### src/rtl/pam_n_slicer.sv
// PAM-N slicer: thresholds a signed sample into a (Gray-coded) level index,
// flags samples that land close to a decision threshold, and buffers results.
module pam_n_slicer #(
  parameter int SIGNAL_RESOLUTION = 8,
  parameter int BITS_PER_SYMBOL   = 2,
  parameter int SYMBOL_SEPERATION = 56,
  parameter int GRAY_EN           = 1,
  parameter int MARGIN            = 8,
  parameter int FIFO_DEPTH        = 4
) (
  input  logic                                clk,
  input  logic                                rst,
  input  logic signed [SIGNAL_RESOLUTION-1:0] voltage_level_in,
  input  logic                                voltage_level_in_valid,
  output logic                                voltage_level_in_ready,
  output logic [BITS_PER_SYMBOL-1:0]          symbol_out,
  output logic                                low_margin_out,
  output logic                                symbol_out_valid,
  input  logic                                symbol_out_ready,
  output logic [15:0]                         margin_count,
  input  logic                                count_clear
);

  localparam int M     = 1 << BITS_PER_SYMBOL;
  localparam int PTR_W = (FIFO_DEPTH > 1) ? $clog2(FIFO_DEPTH) : 1;
  localparam int CNT_W = $clog2(FIFO_DEPTH + 1);

  function automatic int threshold(input int j);
    return (2 * j - (M - 2)) * SYMBOL_SEPERATION / 2;
  endfunction

  function automatic logic [PTR_W-1:0] next_ptr(input logic [PTR_W-1:0] p);
    return (p == PTR_W'(FIFO_DEPTH - 1)) ? '0 : p + PTR_W'(1);
  endfunction

  int                         w_vin;
  logic [BITS_PER_SYMBOL-1:0] w_idx;
  logic [BITS_PER_SYMBOL-1:0] w_sym;
  logic                       w_low_margin;
  logic                       w_accept;
  logic                       w_push;
  logic                       w_pop;

  logic                       r_run;
  logic                       r_s1_valid;
  logic [BITS_PER_SYMBOL-1:0] r_s1_sym;
  logic                       r_s1_lm;
  logic [BITS_PER_SYMBOL-1:0] r_mem_sym [FIFO_DEPTH];
  logic                       r_mem_lm  [FIFO_DEPTH];
  logic [PTR_W-1:0]           r_wptr;
  logic [PTR_W-1:0]           r_rptr;
  logic [CNT_W-1:0]           r_count;
  logic [15:0]                r_margin_count;

  assign w_vin = int'(voltage_level_in);

  // The level index is simply how many thresholds the sample sits at or above.
  // NOTE: every combinational output gets a default before the loop so no latch is inferred.
  always_comb begin
    w_idx        = '0;
    w_low_margin = 1'b0;
    for (int j = 0; j < M - 1; j++) begin
      if (w_vin >= threshold(j)) w_idx = w_idx + BITS_PER_SYMBOL'(1);
      if ((w_vin - threshold(j) < MARGIN) && (w_vin - threshold(j) > -MARGIN))
        w_low_margin = 1'b1;
    end
  end

  assign w_sym = (GRAY_EN != 0) ? (w_idx ^ (w_idx >> 1)) : w_idx;

  // Stage 1 is counted against capacity, so a pushed result always finds room.
  assign voltage_level_in_ready = r_run &&
                                  ((int'(r_count) + int'(r_s1_valid)) < FIFO_DEPTH);
  assign w_accept         = voltage_level_in_valid && voltage_level_in_ready;
  assign symbol_out_valid = (r_count != '0);
  assign w_pop            = symbol_out_valid && symbol_out_ready;
  assign w_push           = r_s1_valid;

  assign symbol_out     = symbol_out_valid ? r_mem_sym[r_rptr] : '0;
  assign low_margin_out = symbol_out_valid ? r_mem_lm[r_rptr]  : 1'b0;
  assign margin_count   = r_margin_count;

  // NOTE: sequential state uses non-blocking assignments so every register samples pre-edge values.
  always_ff @(posedge clk) begin
    if (rst) begin
      r_run      <= 1'b0;
      r_s1_valid <= 1'b0;
      r_s1_sym   <= '0;
      r_s1_lm    <= 1'b0;
      r_wptr     <= '0;
      r_rptr     <= '0;
      r_count    <= '0;
    end else begin
      r_run      <= 1'b1;
      r_s1_valid <= w_accept;
      if (w_accept) begin
        r_s1_sym <= w_sym;
        r_s1_lm  <= w_low_margin;
      end
      if (w_push) r_wptr <= next_ptr(r_wptr);
      if (w_pop)  r_rptr <= next_ptr(r_rptr);
      unique case ({w_push, w_pop})
        2'b10:   r_count <= r_count + CNT_W'(1);
        2'b01:   r_count <= r_count - CNT_W'(1);
        default: r_count <= r_count;
      endcase
    end
  end

  // NOTE: storage is deliberately not reset; the count and the output mask keep stale entries invisible.
  always_ff @(posedge clk) begin
    if (w_push && !rst) begin
      r_mem_sym[r_wptr] <= r_s1_sym;
      r_mem_lm[r_wptr]  <= r_s1_lm;
    end
  end

  always_ff @(posedge clk) begin
    if (rst || count_clear) begin
      r_margin_count <= '0;
    end else if (w_pop && low_margin_out && (r_margin_count != 16'hFFFF)) begin
      r_margin_count <= r_margin_count + 16'd1;
    end
  end

endmodule

### config.mk
export PLATFORM = sky130hd
export DESIGN_NAME = pam_n_slicer
export DESIGN_NICKNAME = d
export VERILOG_FILES = /design/src/rtl/pam_n_slicer.sv
export SDC_FILE = /design/constraint.sdc
export NUM_CORES = 1
export LEC_CHECK = 0
export CAP_MARGIN = 10
export CORE_MARGIN = 8
export CORE_UTILIZATION = 47
export CTS_BUF_LIST = sky130_fd_sc_hd__clkbuf_8 sky130_fd_sc_hd__clkbuf_16
export DETAILED_ROUTE_END_ITERATION = 8
export PLACE_DENSITY = 0.87
export SLEW_MARGIN = 5
export SYNTH_ARGS = -nofsm -noshare
export SYNTH_HDL_FRONTEND = slang
export SYNTH_SLANG_ARGS = --single-unit
### constraint.sdc
create_clock -name clk -period 1.9 [get_ports clk]
set_input_delay 0.19 -clock clk [delete_from_list [all_inputs] [get_ports clk]]
set_output_delay 0.19 -clock clk [all_outputs]
set_load 0.03 [all_outputs]
==> summary.md, run 1 <==
| Metric | Value |
|---|---|
| Cells along the critical path | or3_4 > clkdlybuf4s50_1 |
| Initial Utilization | 48.11% |
| Setup crit end kind | output port |
| Top FF cell, synth | dfxtp_1 |
| Power Internal | 1.686 mW |
| Antenna Cells | 0 |
| CTS buffer count | 5 |
| Row count | 24 |
| Syn Inst Count | 212 |
| Synthesis-stage register bit count | 42 |
| Hpwl dp | 3.509 mm |
| Placed Area | 0.002595 mm² |
| Post-route setup TNS | 0 ns |
| Htree depth | 2 |
| Finished Cell Area | 0.002788 mm² |
| Total grt overflow | 0 |
| Number of global-route vias before repair | 1792 |
| R2r worst-path depth | 9 |
| Top cell type's share of synthesized area | 29.07% |
| Worst Tran Pin Value | 0.5658 ns |
| Port bufs | 33 |
| Vias | 1860 |
| Clock power frac | 29.3% |
| Number of max-cap violations | 0 |
| Die Width | 82.30 µm |
| EDFF count, synth | 12 |
| CTS tree | yes |
| Initial antenna violation count | 0 |
| Power Dens Cells | 869.8 mW/mm² |
| Worst R2R End | r_count[2] |
| Relative slew slack | 61.88% |
| Area contributors post-synth | dfxtp_1, edfxtp_1, ha_1 |
| CP max-delay cell | clkdlybuf4s50_1 |
| Lkg Pwr | 0.9987 nW |
| Reg power frac | 41.8% |
| CP Max Fanout | 5 |
| Post-layout util | 64.92% |
| Die Area | 0.006772 mm² |
| DR vias/cell | 5.813 |
| Placer Congestion | 0.8160 |
| Layout cell share with drive strength beyond 1 | 21.27% |
| Largest net degree at the start of global routing | 21 |
| DRT Pass-1 Iters | 4 |
| CTS Hold Bufs | 0 |
| Ys Warns | 0 |
| Comb pwr share | 28.8% |
| Arrival @ worst endpoint | 1.66 ns |
| Status | finished clean |
| Worst Path Required | 1.71 ns |
| Final worst path period share | 97.38% |
| Clk Latency, worst-skew pair | 0.30 ns |
| Fill count | 317 |
| Count leader, synth | dfxtp_1 |
| R2R Path Start | r_count[1] |
| CTS Root Cell | clkbuf_8 |
| Async SR Flop Fraction | 0% |
| Netlist Area Pre-Place | 0.002066 mm² |
| Sw power | 0.7384 mW |
| Most frequent cells after synthesis | dfxtp_1, a21oi_1, or4_1 |
| Max Buffers Root-to-Sink | 2 |
| Die height | 82.30 µm |
| Net switching fraction of the power | 30.46% |
| Netlist cell types | 36 |
| Peak VDD IR | 0.3615 mV |
| Overall Global Routing Usage | 15.44% |
| Synth Area per Inst | 9.744 µm² |
| Layout area overhead | 34.95% |
| Sequential cell area fraction in the yosys report | 46.52% |
| Core Box Area | 0.004294 mm² |
| Final hold violations | 0 |
| Max Slew Vio Count | 0 |
| Worst hold path endpoint | r_s1_lm |
| Ports | 34 |
| Worst reg2reg setup slack | 0.05 ns |
| Placed cell count | 309 |
| DRC | 0 |
| First-pass GRT wire length | 8.293 mm |
| WL per Instance | 15.91 µm |
| CTS Sinks | 42 |
| Crit path launch type | flop |
| Setup ws final | 0.04984 ns |
| Net count after synthesis | 235 |
| Maximum clock rate | 540.5 MHz |
| Post-layout minimum cycle time | 1.850 ns |
| Worst hold path stage count | 4 |
| Total Wirelength | 5.092 mm |
| ANT nets after route | 0 |
| Final non-filler cell total | 320 |
| Slowest cell delay on critical path | 0.61 ns |
| Nets | 290 |
| CP Class | reg2out |
| Worst hold path class | in2reg |
| Largest area contributor in the synthesized netlist | dfxtp_1 |
| Clock Pin Slew Worst Setup and Hold Paths | 0.08 ns |
| Setup WS pre-CTS | -0.3302 ns |
| Setup violators final | 0 |
| Hold_sp | voltage_level_in[3] |
| Clock skew | 0.007693 ns |
| Initial DRC Count | 200 |
-- cells by family (layout without fill, tap and decap cells) --
family,Yosys count,count (layout),share of synthesized area (%)
and+or+nand+nor,87,87,24.29
AOI/OAI and AO/OA,47,47,13.33
DFF,42,42,46.52
buffers and inverters,19,75,3.997
adders and majority gates,10,10,6.420
muxes,5,5,4.603
xor gates and xnor gates,2,2,0.8481
-- per-layer routing --
| layer | global-route usage (%) | vias up | wire length (µm) |
|---|---|---|---|
| li1 | - | 915 | - |
| met4 | 6.842 | 0 | 108 |
| met3 | 3.571 | 11 | 284 |
| met5 | 0 | - | 0 |
| met2 | 25.53 | 66 | 2563 |
| met1 | 18.72 | 868 | 2136 |
-- registers in the layout (all words and copies together), names as in the netlist, named ones only --
signal        flops
margin_count     16
r_count           3
r_mem_lm          4
r_mem_sym         8
r_rptr            2
r_run             1
r_s1_lm           1
r_s1_sym          2
r_s1_valid        1
r_wptr            2
-- worst max-delay path, delay by kind of cell, from the launching register on --
family | cells | cell delay [ns]
simple gates | 1 | 0.42
flops | 1 | 0.32
buf+inv | 1 | 0.61
-- cell usage in the layout (no fill, tap or decap), types with 2 or more instances in the layout --
cell and count:
clkdlybuf4s50_1 27, buf_4 24, dfxtp_1 23, a21oi_1 20, or4_1 14, nand3_1 12
o31ai_1 12, edfxtp_1 12, nand2_1 11, nor2_1 9, inv_1 8, and3_1 7
nand4_1 7, ha_1 7, or3_1 6, dfxtp_2 6, and2_1 5, nor3_1 5
o21ai_0 5, clkbuf_8 5, a31oi_1 3, clkdlybuf4s15_2 3, or3_4 2, nand2_4 2
inv_2 2, mux4_1 2, and4_1 2, mux2i_1 2, o21ai_1 2, xor2_1 2
clkinvlp_4 2, dlymetal6s2s_1 2
-- how the worst max path moves through the flow --
stage | from | endpoint | slack, ns | depth (start not counted)
2_1_floorplan | r_count[2] | r_count[2] | -0.0009 | 9
3_3_place_gp | voltage_level_in[4] | r_s1_sym[0] | -0.26 | 8
3_5_place_dp | voltage_level_in[4] | r_s1_sym[0] | -0.33 | 8
4_1_cts | voltage_level_in[4] | r_s1_sym[0] | 0.009 | 8
5_1_grt | r_count[1] | r_count[2] | -0.01 | 9
6_report | r_count[1] | symbol_out_valid | 0.05 | 2
-- what timing repair did --
item                                    4_1_cts  5_1_grt
endpoints found under the setup margin        6        8
pin swaps                                     3        5
setup buffers                                 1        2
endpoints found under the hold margin         0        0
gates resized for setup                      13       12
gates cloned                                  0        0
-- area by class of cell --
cell class | count | area, µm² | area share [%]
multi-input combinational | 151 | 1081 | 38.78
sequential | 42 | 972.2 | 34.87
timing repair buffer | 57 | 518.0 | 18.58
clock buffer | 5 | 68.82 | 2.469
tap | 52 | 65.06 | 2.334
clock inverter | 3 | 45.04 | 1.616
inverter | 10 | 37.54 | 1.347
-- through the flow --
stage	hold WS (ns)	total power, mW
floorplan	0.3190	1.430
global placement	0.4655	1.662
detailed placement	0.4899	1.682
CTS	0.4933	2.386
global route	0.4031	2.524
finish	0.3598	2.425
-- power by group through the flow --
stage | clock network [mW] | registers, mW | logic, mW
after global placement | 0 | 1.03 | 0.629
after CTS | 0.718 | 1.02 | 0.653
final | 0.711 | 1.01 | 0.699
after detailed placement | 0 | 1.04 | 0.646
after floorplan | 0 | 1.03 | 0.399
after global routing | 0.756 | 1.02 | 0.748
Note: power is estimated with default switching activity, not from simulation.
==> inputs of run 2 (changes only) <==
- ABC_AREA: unset -> 1
- CORE_UTILIZATION: 47 -> 49
- PLACE_DENSITY: 0.87 -> 0.88
- SKIP_CTS_REPAIR_TIMING: unset -> 1
==> summary.md, run 2 <==
| Metric | Value |
|---|---|
| Status | finished clean |
| Max reg flops | 16 |
| R2R Path Start | r_count[1] |
| First-pass GRT wire length | 8.783 mm |
| CTS Sinks | 42 |
| Placer Congestion | 0.8256 |
| Row count | 25 |
| Post-layout util | 62.20% |
| Most used cell, CP | inv_1 |
| Initial antenna violation count | 0 |
| Antenna Cells | 0 |
| Hold_sp | r_count[0] |
| Total grt overflow | 0 |
| Number of max-cap violations | 0 |
| CTS Root Cell | clkbuf_8 |
| Count leader, synth | nand2_1 |
| Sequential cell area fraction in the yosys report | 40.27% |
| Initial Utilization | 50.52% |
| Syn Inst Count | 321 |
| Synthesis-stage register bit count | 42 |
| Routed met2 length | 2.437 mm |
| Peak VDD IR | 0.4220 mV |
| Buf/Inv on CP | 3 |
| Overall Global Routing Usage | 14.49% |
| Most common cell after layout, fill and taps aside | nand2_1 |
| Setup crit end | voltage_level_in_ready |
| Htree depth | 2 |
| Number of global-route vias before repair | 1976 |
| Layout cell share with drive strength beyond 1 | 13.62% |
| Worst Tran Pin Value | 0.3439 ns |
| Lkg Pwr | 1.197 nW |
| Worst hold path class | reg2reg |
| Worst reg2reg setup slack | 0.17 ns |
| R2r worst-path depth | 11 |
| Routed wl met3 | 256 µm |
| Placed Area | 0.002840 mm² |
| Finished Cell Area | 0.002938 mm² |
| DRC | 0 |
| Arrival @ worst endpoint | 1.58 ns |
| Die height | 85.78 µm |
| WP depth | 4 |
| Nets | 389 |
| Cells along the critical path | inv_1 > nand3_1 > inv_1 > clkdlybuf4s50_1 |
| Core Box Area | 0.004723 mm² |
| Final worst path period share | 93.08% |
| Post-route setup TNS | 0 ns |
| Max Slew Vio Count | 0 |
| Setup violators final | 0 |
| Multi-input logic area | 0.001241 mm² |
| Total Wirelength | 5.073 mm |
| Maximum clock rate | 565.5 MHz |
| Die Width | 85.78 µm |
| ANT nets after route | 0 |
| Port bufs | 33 |
| CP Max Fanout | 4 |
| Clk Latency, worst-skew pair | 0.29 ns |
| Crit. Startpoint | r_count[2] |
| Netlist cell types | 31 |
| EDFF count, synth | 12 |
| Net count after synthesis | 344 |
| CTS buffer count | 5 |
| Top FF cell, synth | dfxtp_1 |
| Top Metal Used | met4 |
| Clock Pin Slew Worst Setup and Hold Paths | 0.07 ns |
| Slowest cell delay on critical path | 0.67 ns |
| Ys Warns | 0 |
| CTS tree | yes |
| WL per Instance | 11.69 µm |
| Netlist Area Pre-Place | 0.002386 mm² |
| Ports | 34 |
| Layout area overhead | 23.13% |
| Fill count | 384 |
| Worst Path Required | 1.71 ns |
| Die Area | 0.007358 mm² |
| Most frequent cells after synthesis | nand2_1, nor2_1, inv_1 |
| Synth Area per Inst | 7.433 µm² |
| Area contributors post-synth | dfxtp_1, edfxtp_1, nand2_1 |
| Initial DRC Count | 166 |
| Post-layout minimum cycle time | 1.768 ns |
| Worst R2R End | r_count[2] |
| Hpwl dp | 3.999 mm |
| Clock skew | 0.005498 ns |
| Setup crit end kind | output port |
| Wire length on met1 | 2.278 mm |
| Vias | 2127 |
| Reg area | 963.4 µm² |
| Delay-heaviest family, CP | buffers and inverters |
| CP max-delay cell | clkdlybuf4s50_1 |
| Most frequent cells in the layout | nand2_1, nor2_1, inv_1 |
| Largest area contributor in the synthesized netlist | dfxtp_1 |
| RSZ-0062 raised after global routing | false |
| Top cell type's share of synthesized area | 25.17% |
| Async SR Flop Fraction | 0% |
| DR vias/cell | 4.901 |
| Power Dens Cells | 831.1 mW/mm² |
| CP Class | reg2out |
| DRT Pass-1 Iters | 4 |
| Final hold violations | 0 |
| Crit path launch type | flop |
| Max Buffers Root-to-Sink | 2 |
| Largest net degree at the start of global routing | 18 |
| Relative slew slack | 76.99% |
[run 2: cell types whose count changed after synthesis, sizes merged, moves of 11 or more]
cell,before,now
inv,10,42
nand2,13,99
nand3,12,23
nor2,9,45
o31ai,12,0
or4,15,0
[run 2: cell families after synthesis]
kind of cell               Yosys count  synth area share (%)
and+or+nand+nor                    176                 33.40
buffers and inverters               46                 8.337
AOI/OAI and AO/OA                   44                 11.33
DFF                                 42                 40.27
adders and majority gates           10                 5.559
xor gates and xnor gates             3                 1.101
[run 2: layout make-up]
| type | instances | area share (%) |
|---|---|---|
| clock buffers | 5 | 2.342 |
| clock inverters | 3 | 0.5537 |
| inverters | 43 | 5.664 |
| multi-input cells | 233 | 42.25 |
| flip-flops and latches | 42 | 32.79 |
| well taps | 67 | 2.853 |
| repair buffers | 41 | 13.54 |
[run 2: how the worst min path moves through the flow]
stage / to / cells after the start
floorplan: r_s1_lm / 1
global placement: r_count[0] / 1
detailed placement: r_count[0] / 1
CTS: r_count[0] / 1
global route: r_count[0] / 1
finish: r_count[0] / 1
[run 2: report_power, final]
part           switching (mW)  total, mW  internal (mW)
Combinational           0.509      0.822          0.312
Sequential             0.0667       1.06          0.998
Clock                   0.304      0.555          0.251
[run 2: metrics by stage]
step,hold slack [ns],power (mW),std cells,setup slack [ns]
5_1_grt,0.4694,2.594,434,0.009565
2_1_floorplan,0.2591,1.631,321,0.02562
6_report,0.4524,2.442,434,0.1315
3_5_place_dp,0.4859,1.903,426,-0.09518
4_1_cts,0.5024,2.452,434,-0.1439
3_3_place_gp,0.4783,1.870,426,-0.02783
[run 2: metal layers]
| layer | track usage, % | up-vias |
|---|---|---|
| li1 | - | 1121 |
| met1 | 17.24 | 943 |
| met2 | 24.12 | 49 |
| met3 | 3.820 | 14 |
| met5 | 0 | - |
| met4 | 5.892 | 0 |
